[config.mk]
export PLATFORM = sky130hd
export DESIGN_NAME = bist_addr_cmp
export DESIGN_NICKNAME = d
export VERILOG_FILES = /design/src/rtl/bist_addr_cmp.sv
export SDC_FILE = /design/constraint.sdc
export NUM_CORES = 1
export LEC_CHECK = 0
export ABC_AREA = 0
export BUFFER_PORTS_ARGS = -buffer_cell sky130_fd_sc_hd__buf_4
export CAP_MARGIN = 20
export CELL_PAD_IN_SITES_DETAIL_PLACEMENT = 0
export CELL_PAD_IN_SITES_GLOBAL_PLACEMENT = 1
export CORE_ASPECT_RATIO = 1.2
export CORE_UTILIZATION = 32
export CTS_CLUSTER_SIZE = 10
export DETAILED_ROUTE_END_ITERATION = 7
export GPL_TIMING_DRIVEN = 1
export PLACE_DENSITY = 0.79
export SLEW_MARGIN = 20
export SYNTH_ARGS = -nofsm -noshare
export SYNTH_HDL_FRONTEND = slang
export SYNTH_SLANG_ARGS = --single-unit
export TNS_END_PERCENT = 10
[constraint.sdc]
create_clock -name clk -period 1.9 [get_ports clk]
set_input_delay 0.38 -clock clk [delete_from_list [all_inputs] [get_ports clk]]
set_output_delay 0.38 -clock clk [all_outputs]
set_load 0.02 [all_outputs]
[src/rtl/bist_addr_cmp.sv]
// -----------------------------------------------------------------------------
// bist_addr_cmp
// Memory BIST datapath stage. It holds the up/down address counter that the
// BIST control FSM steers through the March elements. It drives the array
// address, the read/write strobes and the background data. Returning read data
// is aligned with the expected word through an RD_LAT-deep compare pipeline,
// which produces is_equal and a sticky failure log
// (err_flag / err_addr / err_count).
// -----------------------------------------------------------------------------
module bist_addr_cmp #(
  parameter int ADDR_W = 4,
  parameter int DATA_W = 8,
  parameter int RD_LAT = 1   // memory read latency, legal 1..4
) (
  input  logic              clk,
  input  logic              rst,        // asynchronous, active-low
  input  logic              start,
  input  logic              cnt_reset,
  input  logic              cnt_preset,
  input  logic              en,
  input  logic              up_down,
  input  logic              read,
  input  logic              write,
  input  logic              data,
  output logic              carry,
  output logic [ADDR_W-1:0] mem_addr,
  output logic              mem_we,
  output logic              mem_re,
  output logic [DATA_W-1:0] mem_wdata,
  input  logic [DATA_W-1:0] mem_rdata,
  output logic              is_equal,
  output logic              err_flag,
  output logic [ADDR_W-1:0] err_addr,
  output logic [7:0]        err_count
);

  localparam logic [ADDR_W-1:0] ADDR_MAX = '1;
  localparam logic [ADDR_W-1:0] ADDR_ONE = ADDR_W'(1);
  localparam logic [7:0]        CNT_SAT  = 8'hFF;

  // ---------------------------------------------------------------------------
  // Address counter
  // ---------------------------------------------------------------------------
  logic [ADDR_W-1:0] cnt_q, cnt_d;

  // Next counter value: reset beats preset beats step; wraps modulo 2^ADDR_W.
  always_comb begin
    // NOTE: every signal assigned in always_comb gets a default first, so no
    // path through the block leaves it unassigned and infers a latch.
    cnt_d = cnt_q;
    if (cnt_reset) begin
      cnt_d = '0;
    end else if (cnt_preset) begin
      cnt_d = ADDR_MAX;
    end else if (en) begin
      cnt_d = up_down ? (cnt_q + ADDR_ONE) : (cnt_q - ADDR_ONE);
    end
  end

  // Counter register.
  always_ff @(posedge clk or negedge rst) begin
    // NOTE: sequential state uses non-blocking assignments so every register
    // samples pre-edge values regardless of statement or block ordering.
    if (!rst) begin
      cnt_q <= '0;
    end else begin
      cnt_q <= cnt_d;
    end
  end

  // Terminal count marks the last access of the current element.
  assign carry = en & (up_down ? (cnt_q == ADDR_MAX) : (cnt_q == '0));

  // ---------------------------------------------------------------------------
  // Memory interface. read & write together is illegal: both strobes drop.
  // ---------------------------------------------------------------------------
  assign mem_addr  = cnt_q;
  assign mem_we    = en & write & ~read;
  assign mem_re    = en & read & ~write;
  assign mem_wdata = {DATA_W{data}};

  // ---------------------------------------------------------------------------
  // Compare pipeline: one stage per cycle of read latency; the last stage is
  // the compare point that lines up with mem_rdata.
  // ---------------------------------------------------------------------------
  logic              vld_q [RD_LAT];
  logic [DATA_W-1:0] exp_q [RD_LAT];
  logic [ADDR_W-1:0] adr_q [RD_LAT];

  // Valid bits: these are the only pipeline state that must be reset, so an
  // in-flight compare is discarded when reset is asserted.
  always_ff @(posedge clk or negedge rst) begin
    if (!rst) begin
      for (int i = 0; i < RD_LAT; i++) vld_q[i] <= 1'b0;
    end else begin
      vld_q[0] <= mem_re;
      for (int i = 1; i < RD_LAT; i++) vld_q[i] <= vld_q[i-1];
    end
  end

  // Expected word and address payload travelling alongside the valid bit.
  always_ff @(posedge clk) begin
    // NOTE: payload storage is deliberately not reset; it is only observed
    // when the matching valid bit is set, and leaving it unreset keeps these
    // flops free of reset routing.
    exp_q[0] <= mem_wdata;
    adr_q[0] <= mem_addr;
    for (int i = 1; i < RD_LAT; i++) begin
      exp_q[i] <= exp_q[i-1];
      adr_q[i] <= adr_q[i-1];
    end
  end

  logic              cmp_valid;
  logic [DATA_W-1:0] cmp_expected;
  logic [ADDR_W-1:0] cmp_addr;
  logic              cmp_fail;

  assign cmp_valid    = vld_q[RD_LAT-1];
  assign cmp_expected = exp_q[RD_LAT-1];
  assign cmp_addr     = adr_q[RD_LAT-1];
  assign is_equal     = ~cmp_valid | (mem_rdata == cmp_expected);
  assign cmp_fail     = ~is_equal;

  // ---------------------------------------------------------------------------
  // Failure log
  // ---------------------------------------------------------------------------
  logic              err_flag_q, err_flag_d;
  logic [ADDR_W-1:0] err_addr_q, err_addr_d;
  logic [7:0]        err_count_q, err_count_d;

  // Next log state: a start pulse clears first, then a mismatch in the same
  // cycle is recorded on top of the cleared log.
  always_comb begin
    err_flag_d  = err_flag_q;
    err_addr_d  = err_addr_q;
    err_count_d = err_count_q;
    if (start) begin
      err_flag_d  = 1'b0;
      err_addr_d  = '0;
      err_count_d = '0;
    end
    if (cmp_fail) begin
      if (!err_flag_d) err_addr_d = cmp_addr;
      err_flag_d = 1'b1;
      if (err_count_d != CNT_SAT) err_count_d = err_count_d + 8'd1;
    end
  end

  // Log registers.
  always_ff @(posedge clk or negedge rst) begin
    if (!rst) begin
      err_flag_q  <= 1'b0;
      err_addr_q  <= '0;
      err_count_q <= '0;
    end else begin
      err_flag_q  <= err_flag_d;
      err_addr_q  <= err_addr_d;
      err_count_q <= err_count_d;
    end
  end

  assign err_flag  = err_flag_q;
  assign err_addr  = err_addr_q;
  assign err_count = err_count_q;

endmodule
==> impl_metrics.env <==
export IMPL_clock_latency_ps=270
export IMPL_ir_worst_vdd_uv=229
export IMPL_crit_type="reg2out"
export IMPL_muxShareOfSynthArea=0.0443
export IMPL_portBuffers=46
export IMPL_start_kind="flip-flop"
export IMPL_drive_gt1_frac=0.394
export IMPL_clkSinkCount=23
export IMPL_yosysTopAreaCell="dfrtp_1"
export IMPL_antenna_found_initial=0
export IMPL_grt_pass1_vias=1118
export IMPL_min_period_ps=1950
export IMPL_cts_root_buf="clkbuf_8"
export IMPL_synthAdderAreaFrac=0.0371
export IMPL_finClkSkew_ps=7.33
export IMPL_grt_overflow=0
export IMPL_syn_to_final_growth_pct=38.4
export IMPL_crit_arrival_ps=1570
export IMPL_grt_pass1_wl_um=4720
export IMPL_fin_crit_sh=1.02
export IMPL_pin_count=47
export IMPL_drc=0
export IMPL_clkSlewWorstSetupHoldPaths_ps=80
export IMPL_synth_compound_area_frac=0.123
export IMPL_slew_viol_final=0
export IMPL_synth_edf_count=0
export IMPL_ys_ff_latch=23
export IMPL_cp_end_kind="output port"
export IMPL_die_y_um=69.5
export IMPL_cts_setup_buffers=0
export IMPL_htree_levels=1
export IMPL_netlist_instances=122
export IMPL_cts_tree="done"
export IMPL_routedWlPerCell_um=12.1
export IMPL_yosysWarnings=0
export IMPL_power_density_nw_per_um2=636
export IMPL_cts_made_buffers=3
export IMPL_grt_max_degree=19
export IMPL_power_w=0.00107
export IMPL_timing_final_ws_setup_ps=-45.5
export IMPL_crit_fanout=2
export IMPL_synth_flop_cell="dfrtp_1"
export IMPL_diodes=0
export IMPL_synth_top_family_by_area="simple AND/OR/NAND/NOR gates"
export IMPL_final_area_um2=1680
export IMPL_drtPass1Iterations=4
export IMPL_synth_area_leaders="dfrtp_1 37%, dfxtp_1 8.2%, buf_4 4.9%"
export IMPL_nFillCells=351
export IMPL_rrSetupSlack_ps=290
export IMPL_vias=1084
export IMPL_yosysUniqueCellTypes=42
export IMPL_rsz0062_at_grt="true"
export IMPL_initial_utilization=0.334
export IMPL_pre_cts_ws_ps=-6.78
export IMPL_place_hpwl_um=2100
export IMPL_syn_area_per_cell_um2=9.95
export IMPL_synth_top_cell_area_share=0.371
export IMPL_slew_headroom=0.728
export IMPL_drtIter0Drc=39
export IMPL_status="finished with violations"
export IMPL_setup_violations=1
export IMPL_critPathRequiredTime_ps=1520
export IMPL_maxCapViolCount=0
export IMPL_finalNetCount=192
export IMPL_vias_per_cell=4.88
export IMPL_finalWirelength_um=2690
export IMPL_synth_xor_area_frac=0.0144
export IMPL_rows=24
export IMPL_placed_cell_area_um2=1610
export IMPL_hold_ws_ps=278
export IMPL_die_x_um=58.2
export IMPL_place_congestion=0.815
export IMPL_syn_nets=143
export IMPL_violations="setup timing"
export IMPL_ys_seq_area_frac=0.454
export IMPL_clockBufferDepth=2
export IMPL_syn_area_um2=1210
export IMPL_p_leak_nw=0.784
export IMPL_grt_use_total=0.148
export IMPL_core_area_um2=3630
export IMPL_fmax_mhz=514
export IMPL_ant_nets=0
export IMPL_hold_violations=0
export IMPL_min_path_type="in2reg"
export IMPL_worst_pin_slew_ps=402
export IMPL_design_die_area_um2=4040
export IMPL_synthArstFlopShare=0.783
export IMPL_synthSimpleGateAreaFrac=0.260
path summary, 6_finish.rpt:
path / startpoint / endpoint / cells past startpoint
worst max-delay path: mem_addr[0] / carry / 4
worst min-delay path: data / exp_q[0][6] / 1
worst max register to register: err_count[2] / err_count[1] / 4
worst min register to register: adr_q[0][2] / err_addr[2] / 1
max in group asynchronous: rst / err_count[2] / 2
min in group asynchronous: rst / err_count[6] / 2
per-layer routing:
metal	GRT usage	routed length, um
met5	0	0
met4	0.0529	42
met3	0.0224	153
met2	0.271	1440
met1	0.170	1050
synth_stat cells, types with 2 or more instances:
master and count:
nor4_1 3, o21ai_0 2, nor2b_1 4, nor3_1 5, nand4_1 2, dfrtp_1 18, buf_4 8, a21oi_1 4
mux2_2 3, dfxtp_1 5, inv_1 4, mux2i_1 2, clkbuf_1 2, nor2_1 13, ha_1 2, or3_1 3
nand2_1 10, nor4b_1 2, a32o_1 4, nand3_1 4
cell type report:
| cell class | instances | area, um2 | share of cell area |
|---|---|---|---|
| flip-flops and latches | 23 | 551 | 0.328 |
| multi-input cells | 85 | 588 | 0.350 |
| clock buffers | 3 | 41.3 | 0.0246 |
| clock inverters | 1 | 7.51 | 0.00447 |
| well taps | 52 | 65.1 | 0.0387 |
| inverters | 4 | 15.0 | 0.00894 |
| repair buffers | 54 | 412 | 0.245 |
state kept, by name (all words and copies together) (netlist names):
name,count
adr_q,4
cmp_valid,1
err_count,8
mem_addr,4
err_addr,4
err_flag,1
exp_q,1
layout by cell type, fill, tap and decap left out, types with 2 or more instances in the layout:
cell type,synthesis,final
nand2_1,10,10
nand4_1,2,2
clkbuf_8,0,3
dfxtp_1,5,5
nor3_1,5,5
buf_4,8,52
a21oi_1,4,4
nor2_1,13,12
inv_1,4,3
mux2_2,3,3
nor2b_1,4,4
nand3_1,4,4
or3_1,3,2
nor4_1,3,3
dfrtp_1,18,18
a32o_1,4,4
nor4b_1,2,2
ha_1,2,2
mux2i_1,2,2
timing repair:
| action | in CTS | in global routing |
|---|---|---|
| hold buffers | 1 | 0 |
| gates resized for setup | 4 | 0 |
| setup endpoints to repair | 2 | 2 |
| endpoints found under the hold margin | 18 | 0 |
metrics by stage:
stage          TNS [ps]  instances   util
4_1_cts           -74.0        222  0.462
6_report          -45.5        222  0.462
2_1_floorplan         0        122      -
3_5_place_dp      -11.8        217  0.443
5_1_grt            -161        222  0.462
3_3_place_gp      -1.32        217  0.443
cells by family after synthesis:
group | count (synthesis)
xor gates and xnor gates | 2
adders and majority gates | 3
AOI/OAI and AO/OA | 18
muxes | 5
DFF | 23
and+or+nand+nor | 57
buffers and inverters | 14
report_power, final:
| group | internal (W) | switching [W] |
|---|---|---|
| Clock | 0.000148 | 0.000158 |
| Sequential | 0.000514 | 0.0000167 |
| Combinational | 0.000109 | 0.000121 |
critical path, stage by stage (launching register included):
cell and delay, ps:
dfrtp_1 380, or4_1 500, o21ai_1 150, and2_1 160
buf_6 120
No activity file was read; power rests on OpenSTA's default activity.
